## src/rtl/vector_add_sub_sequencer_pkg.sv

```systemverilog
// vector_add_sub_sequencer_pkg: shared encodings, sizes and helpers for the vector add/sub sequencer
package vector_add_sub_sequencer_pkg;
  localparam int VLEN       = 512;
  localparam int DATA_WIDTH = 64;
  localparam int LANES      = DATA_WIDTH / 8;
  localparam int LANE_W     = $clog2(LANES);
  localparam int CHUNK_W    = $clog2(VLEN / DATA_WIDTH);
  localparam int NCH_W      = CHUNK_W + 1;
  localparam int MAX_ELEMS  = VLEN / 8;
  localparam int V0_W       = VLEN / 8;
  localparam int V0_IDX_W   = $clog2(V0_W);
  localparam int VL_W       = $clog2(MAX_ELEMS) + 1;

  typedef enum logic [1:0] {SEW8, SEW16, SEW32, SEW64} vsew_e;

  // {add_sub, with_carry_borrow}
  typedef enum logic [1:0] {
    OP_VADD = 2'b00,
    OP_VADC = 2'b01,
    OP_VSUB = 2'b10,
    OP_VSBC = 2'b11
  } op_e;

  typedef enum logic [1:0] {IDLE, RUN, DONE} state_e;

  // Largest legal vl for an element width is VLEN/SEW; anything above is clamped.
  function automatic logic [VL_W-1:0] clamp_vl(logic [VL_W-1:0] vl, vsew_e sew);
    return (vl > VL_W'(MAX_ELEMS >> sew)) ? VL_W'(MAX_ELEMS >> sew) : vl;
  endfunction

  // ceil(vl / elements-per-chunk); elements-per-chunk is a power of two.
  function automatic logic [NCH_W-1:0] num_chunks(logic [VL_W-1:0] vl, vsew_e sew);
    return NCH_W'((int'(vl) + (LANES >> sew) - 1) >> (LANE_W - int'(sew)));
  endfunction
endpackage

```

## src/rtl/vector_add_sub_sequencer_if.sv

```systemverilog
// vector_add_sub_sequencer_if: issue-side request and execution-lane beat signals; stall_cnt_o exists only with VADD_SEQ_STALL_COUNT_EN
interface vector_add_sub_sequencer_if;
  import vector_add_sub_sequencer_pkg::*;
  logic                start_i;
  logic                ready_o;
  logic                add_sub_i;
  logic                with_carry_borrow_i;
  logic [1:0]          vsew_i;
  logic [VL_W-1:0]     vl_i;
  logic [V0_W-1:0]     v0_i;
  logic                add_sub_o;
  logic                with_carry_borrow_o;
  logic [1:0]          vsew_o;
  logic                issue_valid_o;
  logic                issue_ready_i;
  logic [CHUNK_W-1:0]  chunk_idx_o;
  logic [LANES-1:0]    byte_en_o;
  logic [LANES-1:0]    carry_in_o;
  logic                last_o;
  logic                done_o;
`ifdef VADD_SEQ_STALL_COUNT_EN
  logic [15:0]         stall_cnt_o;
`endif

  modport master (
`ifdef VADD_SEQ_STALL_COUNT_EN
    input  stall_cnt_o,
`endif
    output start_i, add_sub_i, with_carry_borrow_i, vsew_i, vl_i, v0_i, issue_ready_i,
    input  ready_o, add_sub_o, with_carry_borrow_o, vsew_o, issue_valid_o,
           chunk_idx_o, byte_en_o, carry_in_o, last_o, done_o
  );

  modport slave (
`ifdef VADD_SEQ_STALL_COUNT_EN
    output stall_cnt_o,
`endif
    input  start_i, add_sub_i, with_carry_borrow_i, vsew_i, vl_i, v0_i, issue_ready_i,
    output ready_o, add_sub_o, with_carry_borrow_o, vsew_o, issue_valid_o,
           chunk_idx_o, byte_en_o, carry_in_o, last_o, done_o
  );
endinterface

```

## src/rtl/vector_add_sub_sequencer_vsew_lane_mask_gen.sv

```systemverilog
// vsew_lane_mask_gen: per-chunk byte-lane tail enables and element-LSB carry/borrow-in bits from v0
module vsew_lane_mask_gen
  import vector_add_sub_sequencer_pkg::*;
(
  input  vsew_e              vsew,
  input  logic [VL_W-1:0]    vl,
  input  logic [CHUNK_W-1:0] chunk_idx,
  input  logic               with_carry_borrow,
  input  logic [V0_W-1:0]    v0,
  output logic [LANES-1:0]   byte_en,
  output logic [LANES-1:0]   carry_in
);
  logic [VL_W-1:0]   base;
  logic [LANE_W-1:0] sub_mask;

  // chunk_idx * (8 >> vsew) == (chunk_idx * 8) >> vsew
  assign base     = VL_W'({chunk_idx, LANE_W'(0)} >> vsew);
  assign sub_mask = LANE_W'((1 << vsew) - 1);

  for (genvar k = 0; k < LANES; k++) begin : g_lane
    logic [VL_W-1:0] e;
    assign e           = base + VL_W'(k >> vsew);
    assign byte_en[k]  = e < vl;
    assign carry_in[k] = with_carry_borrow && ((LANE_W'(k) & sub_mask) == '0) &&
                         byte_en[k] && v0[e[V0_IDX_W-1:0]];
  end
endmodule

```

## src/rtl/vector_add_sub_sequencer.sv

```systemverilog
// vector_add_sub_sequencer: walks one vadd/vsub/vadc/vsbc over 64-bit chunks; optional stall counter under VADD_SEQ_STALL_COUNT_EN
module vector_add_sub_sequencer
  import vector_add_sub_sequencer_pkg::*;
(
  input logic                  clk_i,
  input logic                  rst_i,
  vector_add_sub_sequencer_if.slave bus
);
  state_e             state_q, state_d;
  op_e                op_q;
  vsew_e              vsew_q;
  logic [VL_W-1:0]    vl_q;
  logic [V0_W-1:0]    v0_q;
  logic [CHUNK_W-1:0] chunk_q;
  logic [VL_W-1:0]    vl_clamped;
  logic [LANES-1:0]   be, ci;
  logic               accept, run, last, hs;

  assign vl_clamped = clamp_vl(bus.vl_i, vsew_e'(bus.vsew_i));
  assign accept     = (state_q == IDLE) && bus.start_i;
  assign run        = state_q == RUN;
  assign last       = {1'b0, chunk_q} == num_chunks(vl_q, vsew_q) - NCH_W'(1);
  assign hs         = run && bus.issue_ready_i;

  // state register
  always_ff @(posedge clk_i or posedge rst_i)
    if (rst_i) state_q <= IDLE;
    else state_q <= state_d;

  // next state: zero-length ops skip straight to completion
  always_comb begin
    state_d = (state_q == IDLE) ? (bus.start_i ? ((vl_clamped == '0) ? DONE : RUN) : IDLE) :
              (state_q == RUN)  ? ((hs && last) ? DONE : RUN) : IDLE;
  end

  // instruction config is captured only at acceptance; chunk advances per non-final handshake
  always_ff @(posedge clk_i or posedge rst_i)
    if (rst_i) begin
      op_q    <= OP_VADD;
      vsew_q  <= SEW8;
      vl_q    <= '0;
      v0_q    <= '0;
      chunk_q <= '0;
    end else if (accept) begin
      op_q    <= op_e'({bus.add_sub_i, bus.with_carry_borrow_i});
      vsew_q  <= vsew_e'(bus.vsew_i);
      vl_q    <= vl_clamped;
      v0_q    <= bus.v0_i;
      chunk_q <= '0;
    end else if (hs && !last) begin
      chunk_q <= chunk_q + CHUNK_W'(1);
    end

  vsew_lane_mask_gen u_mask (
    .vsew              (vsew_q),
    .vl                (vl_q),
    .chunk_idx         (chunk_q),
    .with_carry_borrow (op_q[0]),
    .v0                (v0_q),
    .byte_en           (be),
    .carry_in          (ci)
  );

`ifdef VADD_SEQ_STALL_COUNT_EN
  logic [15:0] stall_cnt_q;

  // saturating count of beats offered but not taken
  always_ff @(posedge clk_i or posedge rst_i)
    if (rst_i) stall_cnt_q <= '0;
    else if (accept) stall_cnt_q <= '0;
    else if (run && !bus.issue_ready_i && stall_cnt_q != 16'hFFFF) stall_cnt_q <= stall_cnt_q + 16'd1;

  assign bus.stall_cnt_o = stall_cnt_q;
`endif

  assign bus.ready_o             = state_q == IDLE;
  assign bus.issue_valid_o       = run;
  assign bus.done_o              = state_q == DONE;
  assign bus.add_sub_o           = op_q[1];
  assign bus.with_carry_borrow_o = op_q[0];
  assign bus.vsew_o              = vsew_q;
  assign bus.chunk_idx_o         = run ? chunk_q : '0;
  assign bus.byte_en_o           = run ? be : '0;
  assign bus.carry_in_o          = run ? ci : '0;
  assign bus.last_o              = run && last;
endmodule
```

## src/flat_wrapper.sv

```systemverilog
// flat-port wrapper written by rule: the top's interface ports become plain ports
module vector_add_sub_sequencer_flat import vector_add_sub_sequencer_pkg::*;
  (clk_i, rst_i, bus_start_i, bus_add_sub_i, bus_with_carry_borrow_i, bus_vsew_i, bus_vl_i, bus_v0_i, bus_issue_ready_i, bus_ready_o, bus_add_sub_o, bus_with_carry_borrow_o, bus_vsew_o, bus_issue_valid_o, bus_chunk_idx_o, bus_byte_en_o, bus_carry_in_o, bus_last_o, bus_done_o);
  vector_add_sub_sequencer_if bus_i ();
  input logic clk_i;
  input logic rst_i;
  input wire logic [$bits(bus_i.start_i)-1:0] bus_start_i;
  input wire logic [$bits(bus_i.add_sub_i)-1:0] bus_add_sub_i;
  input wire logic [$bits(bus_i.with_carry_borrow_i)-1:0] bus_with_carry_borrow_i;
  input wire logic [$bits(bus_i.vsew_i)-1:0] bus_vsew_i;
  input wire logic [$bits(bus_i.vl_i)-1:0] bus_vl_i;
  input wire logic [$bits(bus_i.v0_i)-1:0] bus_v0_i;
  input wire logic [$bits(bus_i.issue_ready_i)-1:0] bus_issue_ready_i;
  output wire logic [$bits(bus_i.ready_o)-1:0] bus_ready_o;
  output wire logic [$bits(bus_i.add_sub_o)-1:0] bus_add_sub_o;
  output wire logic [$bits(bus_i.with_carry_borrow_o)-1:0] bus_with_carry_borrow_o;
  output wire logic [$bits(bus_i.vsew_o)-1:0] bus_vsew_o;
  output wire logic [$bits(bus_i.issue_valid_o)-1:0] bus_issue_valid_o;
  output wire logic [$bits(bus_i.chunk_idx_o)-1:0] bus_chunk_idx_o;
  output wire logic [$bits(bus_i.byte_en_o)-1:0] bus_byte_en_o;
  output wire logic [$bits(bus_i.carry_in_o)-1:0] bus_carry_in_o;
  output wire logic [$bits(bus_i.last_o)-1:0] bus_last_o;
  output wire logic [$bits(bus_i.done_o)-1:0] bus_done_o;
  assign bus_i.start_i = bus_start_i;
  assign bus_i.add_sub_i = bus_add_sub_i;
  assign bus_i.with_carry_borrow_i = bus_with_carry_borrow_i;
  assign bus_i.vsew_i = bus_vsew_i;
  assign bus_i.vl_i = bus_vl_i;
  assign bus_i.v0_i = bus_v0_i;
  assign bus_i.issue_ready_i = bus_issue_ready_i;
  assign bus_ready_o = bus_i.ready_o;
  assign bus_add_sub_o = bus_i.add_sub_o;
  assign bus_with_carry_borrow_o = bus_i.with_carry_borrow_o;
  assign bus_vsew_o = bus_i.vsew_o;
  assign bus_issue_valid_o = bus_i.issue_valid_o;
  assign bus_chunk_idx_o = bus_i.chunk_idx_o;
  assign bus_byte_en_o = bus_i.byte_en_o;
  assign bus_carry_in_o = bus_i.carry_in_o;
  assign bus_last_o = bus_i.last_o;
  assign bus_done_o = bus_i.done_o;
  vector_add_sub_sequencer u_core (.clk_i(clk_i), .rst_i(rst_i), .bus(bus_i));
endmodule
```

## config.mk

```make
export PLATFORM = sky130hd
export DESIGN_NAME = vector_add_sub_sequencer_flat
export DESIGN_NICKNAME = d
export VERILOG_FILES = /design/src/rtl/vector_add_sub_sequencer_pkg.sv /design/src/rtl/vector_add_sub_sequencer_if.sv /design/src/rtl/vector_add_sub_sequencer_vsew_lane_mask_gen.sv /design/src/rtl/vector_add_sub_sequencer.sv /design/src/flat_wrapper.sv
export SDC_FILE = /design/constraint.sdc
export NUM_CORES = 1
export LEC_CHECK = 0
export CELL_PAD_IN_SITES_DETAIL_PLACEMENT = 1
export CELL_PAD_IN_SITES_GLOBAL_PLACEMENT = 2
export CORE_ASPECT_RATIO = 0.5
export CORE_MARGIN = 1
export CORE_UTILIZATION = 33
export DETAILED_ROUTE_END_ITERATION = 8
export GPL_TIMING_DRIVEN = 1
export PLACE_DENSITY_LB_ADDON = 0.1
export SLEW_MARGIN = 25
export SYNTH_ARGS = -nofsm -noshare
export SYNTH_HDL_FRONTEND = slang
export SYNTH_HIERARCHICAL = 1
export SYNTH_SLANG_ARGS = --single-unit
```

## constraint.sdc

```tcl
create_clock -name clk_i -period 4.5 [get_ports clk_i]
set_input_delay 0.675 -clock clk_i [delete_from_list [all_inputs] [get_ports clk_i]]
set_output_delay 0.675 -clock clk_i [all_outputs]
set_load 0.01 [all_outputs]
```

==> metrics.txt <==
# TYPE chip_impl_metric gauge
chip_impl_info{name="status",value="finished, violations left"} 1
chip_impl_info{name="failed_checks",value="negative setup slack"} 1
chip_impl_metric{name="tritoncts.num_buffers",unit=""} 9
chip_impl_metric{name="period_needed",unit="ns"} 4.51
chip_impl_metric{name="antenna_found_initial",unit=""} 0
chip_impl_info{name="path_category_of_the_worst_min_delay_check",value="register to register"} 1
chip_impl_metric{name="report.final.setup_viol",unit=""} 2
chip_impl_metric{name="max_slew.worst_pin.slew",unit="ns"} 0.820
chip_impl_metric{name="fin_nets",unit=""} 1584
chip_impl_info{name="crit_path_end_kind",value="primary output"} 1
chip_impl_metric{name="ant_nets",unit=""} 0
chip_impl_metric{name="gr-total-overflow",unit=""} 0
chip_impl_metric{name="globalplace.congestion",unit=""} 1.01
chip_impl_metric{name="netlist_instances",unit=""} 1213
chip_impl_info{name="combinational_family_with_the_most_area_after_synthesis",value="multiplexers"} 1
chip_impl_metric{name="cp.required",unit="ns"} 3.83
chip_impl_metric{name="arrival",unit="ns"} 3.83
chip_impl_info{name="critical_path_class",value="register to primary output"} 1
chip_impl_metric{name="routed_via_density",unit=""} 5.92
chip_impl_info{name="post_synth_main_area_contributors",value="dfrtp_1, mux4_2, nand2_1"} 1
chip_impl_metric{name="place.detailed.hpwl",unit="µm"} 38700
chip_impl_metric{name="slew_headroom",unit="%"} 45.3
chip_impl_metric{name="synthDistinctLibCells",unit=""} 91
chip_impl_info{name="final_common_cell",value="nand2_1"} 1
chip_impl_info{name="unrepaired_setup_endpoints_after_global_routing",value="yes"} 1
chip_impl_metric{name="period_share",unit="%"} 100
chip_impl_metric{name="cp_max_fo",unit=""} 6
chip_impl_metric{name="synth_seq_cells",unit=""} 80
chip_impl_metric{name="synth_simple_gate_area_share",unit="%"} 22.4
chip_impl_metric{name="n_fill_cell",unit=""} 3485
chip_impl_info{name="critPathMostFrequentCell",value="buf_4"} 1
chip_impl_metric{name="largest_net_degree_at_the_start_of_global_routing",unit=""} 70
chip_impl_metric{name="synthArstFlopShare",unit="%"} 100
chip_impl_info{name="crit-reg2reg-capture",value="u_core/chunk_q[0]$_DFFE_PP0P_"} 1
chip_impl_metric{name="design.core.area",unit="µm²"} 30700
chip_impl_metric{name="synth_fa_ha_area_share",unit="%"} 9.07
chip_impl_info{name="sort_of_element_at_the_start_of_the_critical_path",value="register"} 1
chip_impl_metric{name="design.portCount",unit=""} 106
chip_impl_metric{name="maxCapViolations",unit=""} 0
chip_impl_info{name="cts_root_buffer",value="clkbuf_16"} 1
chip_impl_info{name="most_congested_layer_reported_by_global_routing",value="met1"} 1
chip_impl_metric{name="layout-drive-gt1-share",unit="%"} 28.2
chip_impl_metric{name="yosysSeqAreaShare",unit="%"} 19.2
chip_impl_info{name="cpMaxStageDelayCell",value="clkdlybuf4s50_1"} 1
chip_impl_metric{name="drc_markers",unit=""} 0
chip_impl_metric{name="dr_total_vias",unit=""} 11024
chip_impl_metric{name="synth.area.mux_share",unit="%"} 26.0
chip_impl_metric{name="globalRouteMet3Util",unit="%"} 11.9
chip_impl_metric{name="synth_area_in_compound_gates",unit="%"} 15.4
chip_impl_metric{name="die_area",unit="µm²"} 32400
chip_impl_metric{name="syn_avg_cell_area",unit="µm²"} 8.60
chip_impl_metric{name="synth.top_cell.area_share",unit="%"} 19.2
chip_impl_metric{name="synth_warnings",unit=""} 6
chip_impl_metric{name="cts.path.max_buffers",unit=""} 2
chip_impl_metric{name="grtUsageMet1",unit="%"} 46.6
chip_impl_metric{name="vias_in_the_first_global_route",unit=""} 11083
chip_impl_metric{name="clk_sinks",unit=""} 80
chip_impl_metric{name="grt_use_met2",unit="%"} 44.5
chip_impl_metric{name="wl_per_cell",unit="µm"} 27.8
chip_impl_metric{name="total_area_of_multi_input_combinational_cells",unit="µm²"} 8370
chip_impl_metric{name="grt_pass1_wl",unit="µm"} 74800
chip_impl_metric{name="max_freq",unit="MHz"} 222
chip_impl_metric{name="drt_first_pass_iters",unit=""} 6
chip_impl_info{name="synth_top_area_cell",value="dfrtp_1"} 1
chip_impl_metric{name="synth_enable_flop_cells",unit=""} 0
chip_impl_info{name="crit_path_start",value="u_core/bus.vsew_o[0]$_DFFE_PP0P_"} 1
chip_impl_info{name="main_flop_type_after_synthesis",value="dfrtp_1"} 1
chip_impl_metric{name="slew_viol_final",unit=""} 0
chip_impl_metric{name="routed_wl",unit="µm"} 51700
chip_impl_metric{name="ff2ff_setup_slack",unit="ns"} 0.27
chip_impl_metric{name="floorplan.die.width",unit="µm"} 253
chip_impl_metric{name="finalHoldViolCount",unit=""} 0
chip_impl_metric{name="r2r_cells",unit=""} 20
chip_impl_info{name="critical_path.cell_chain",value="buf_6 > buf_8 > mux2i_2 > buf_4 > nor3_2 > buf_4 > xor2_4 > ha_1 > a21oi_2 > o21ai_0 > a31oi_2 > nand4_1 > o21ai_1 > and2_1 > clkdlybuf4s50_1"} 1
chip_impl_metric{name="port_buffers",unit=""} 105
chip_impl_metric{name="fin_skew",unit="ns"} 0.0103
chip_impl_metric{name="std_cell_rows",unit=""} 45
chip_impl_metric{name="cts.hold.buffers_added",unit=""} 0
chip_impl_metric{name="hold-worst-slack",unit="ns"} 0.491
chip_impl_metric{name="syn-cell-area",unit="µm²"} 10400
chip_impl_metric{name="groute.usage.overall",unit="%"} 31.9
chip_impl_metric{name="number_of_drc_markers_after_the_initial_detailed_route_iteration",unit=""} 927
chip_impl_metric{name="growth_of_design_area_from_synthesis_to_finish",unit="%"} 34.8
chip_impl_info{name="regToRegStartpoint",value="u_core/bus.vsew_o[0]$_DFFE_PP0P_"} 1
chip_impl_metric{name="seq_area",unit="µm²"} 2010
chip_impl_metric{name="htreeDepth",unit=""} 3
chip_impl_metric{name="xor_and_xnor_area_share_after_synthesis",unit="%"} 2.60
chip_impl_info{name="setup_crit_end",value="bus_carry_in_o[3]"} 1
chip_impl_metric{name="critical-path-max-stage-delay",unit="ns"} 0.53
chip_impl_metric{name="post-route-worst-setup-slack",unit="ns"} -0.00560
chip_impl_metric{name="clkLatencyLatePin",unit="ns"} 0.38
chip_impl_metric{name="clk_transition_reported_paths",unit="ns"} 0.08
chip_impl_info{name="tritoncts_clock_tree",value="yes"} 1
chip_impl_info{name="mostFrequentLayoutCells",value="nand2_1, buf_4, clkdlybuf4s50_1"} 1
chip_impl_metric{name="die-height",unit="µm"} 128
chip_impl_metric{name="initial_utilization",unit="%"} 34.0
## stage by stage
stage / TNS (ns) / cell area (µm²) / setup slack, ns / cells / utilization (%)
2_1_floorplan: 0 / 10400 / 0.00119 / 1215 / -
3_3_place_gp: -0.0502 / 12800 / -0.0502 / 1793 / 41.7
3_5_place_dp: -0.100 / 12800 / -0.0794 / 1793 / 41.7
4_1_cts: -0.0328 / 13500 / -0.0328 / 1824 / 44.1
5_1_grt: -0.497 / 14100 / -0.174 / 1858 / 45.8
6_report: -0.00977 / 14100 / -0.00560 / 1861 / 45.8
## Yosys cell counts (4+ instances only)
master     count
clkbuf_1      44
nor2b_1       15
buf_2         21
mux4_2        71
xnor2_1       10
nor3b_1        5
a221oi_1      11
o22ai_1       10
inv_1         43
nand2b_1      18
a211oi_1      16
mux4_1         4
a311oi_1      11
o21ai_0       26
a21oi_1       41
nor4_1         4
nor3_1         8
nand4_1        5
ha_1          74
o211ai_1      10
nand3_1       29
nor2_1        38
a22oi_1        7
a21o_1        20
and2_1        22
dfrtp_1       80
buf_1          6
mux2_2        20
nand2_1      312
and3_1        19
buf_4          6
or3_1          6
mux2i_1       76
o2111ai_1      4
nand3b_1       7
a211o_1        4
a31oi_1       16
xor2_1        11
## area by class of cell
type	count	area share [%]
Multi-Input combinational cell	1007	59.5
Sequential cell	80	14.3
Inverter	48	1.33
Clock buffer	9	1.60
Antenna cell	3	0.0534
Tap cell	423	3.76
Clock inverter	7	0.614
Timing Repair Buffer	284	18.8
## worst max-delay path, delay by kind of cell, from the launching register on
kind | cells | cell delay (ns)
AOI/OAI and AO/OA | 4 | 0.80
xor gates and xnor gates | 1 | 0.18
adders and majority gates | 1 | 0.26
buffers and inverters | 5 | 1.16
DFF | 1 | 0.43
muxes | 1 | 0.16
and+or+nand+nor | 3 | 0.48
## per-layer routing
| metal | part of all wire (%) | up-vias |
|---|---|---|
| li1 | - | 4866 |
| met4 | 1.4 | 0 |
| met2 | 41 | 448 |
| met1 | 47 | 5649 |
| met5 | 0 | - |
| met3 | 11 | 61 |
## registers in the layout (all words and copies together), names as in the netlist
signal / cells
u_core/v0_q: 64
u_core/vl_q: 7
u_core/chunk_q: 3
u_core/bus.vsew_o: 2
u_core/op_q: 2
u_core/state_q: 2
## worst min-delay path by stage
stage	to	slack [ns]	cells past startpoint	from
4_1_cts	u_core/op_q[1]$_DFFE_PP0P_	0.50	2	u_core/op_q[1]$_DFFE_PP0P_
3_5_place_dp	u_core/op_q[1]$_DFFE_PP0P_	0.48	2	u_core/op_q[1]$_DFFE_PP0P_
3_3_place_gp	u_core/op_q[1]$_DFFE_PP0P_	0.46	2	u_core/op_q[1]$_DFFE_PP0P_
5_1_grt	u_core/op_q[1]$_DFFE_PP0P_	0.57	2	u_core/op_q[1]$_DFFE_PP0P_
6_report	u_core/op_q[1]$_DFFE_PP0P_	0.49	2	u_core/op_q[1]$_DFFE_PP0P_
2_1_floorplan	u_core/vl_q[6]$_DFFE_PP0P_	0.49	2	u_core/vl_q[6]$_DFFE_PP0P_
## timing repair
| action | 4_1_cts | 5_1_grt |
|---|---|---|
| pin swaps | 20 | 29 |
| gates resized for setup | 85 | 66 |
| gates cloned | 0 | 2 |
| setup buffers | 15 | 33 |
| endpoints found under the setup margin | 17 | 14 |
## logic make-up after synthesis
family	after synthesis
muxes	173
adders and majority gates	75
xor gates and xnor gates	25
buffers and inverters	128
and+or+nand+nor	510
DFF	80
AOI/OAI and AO/OA	221
other	1
Power is left out: the tool's default activity adds up to more than one toggle a clock period on the data nets, which glitch-free logic cannot reach.
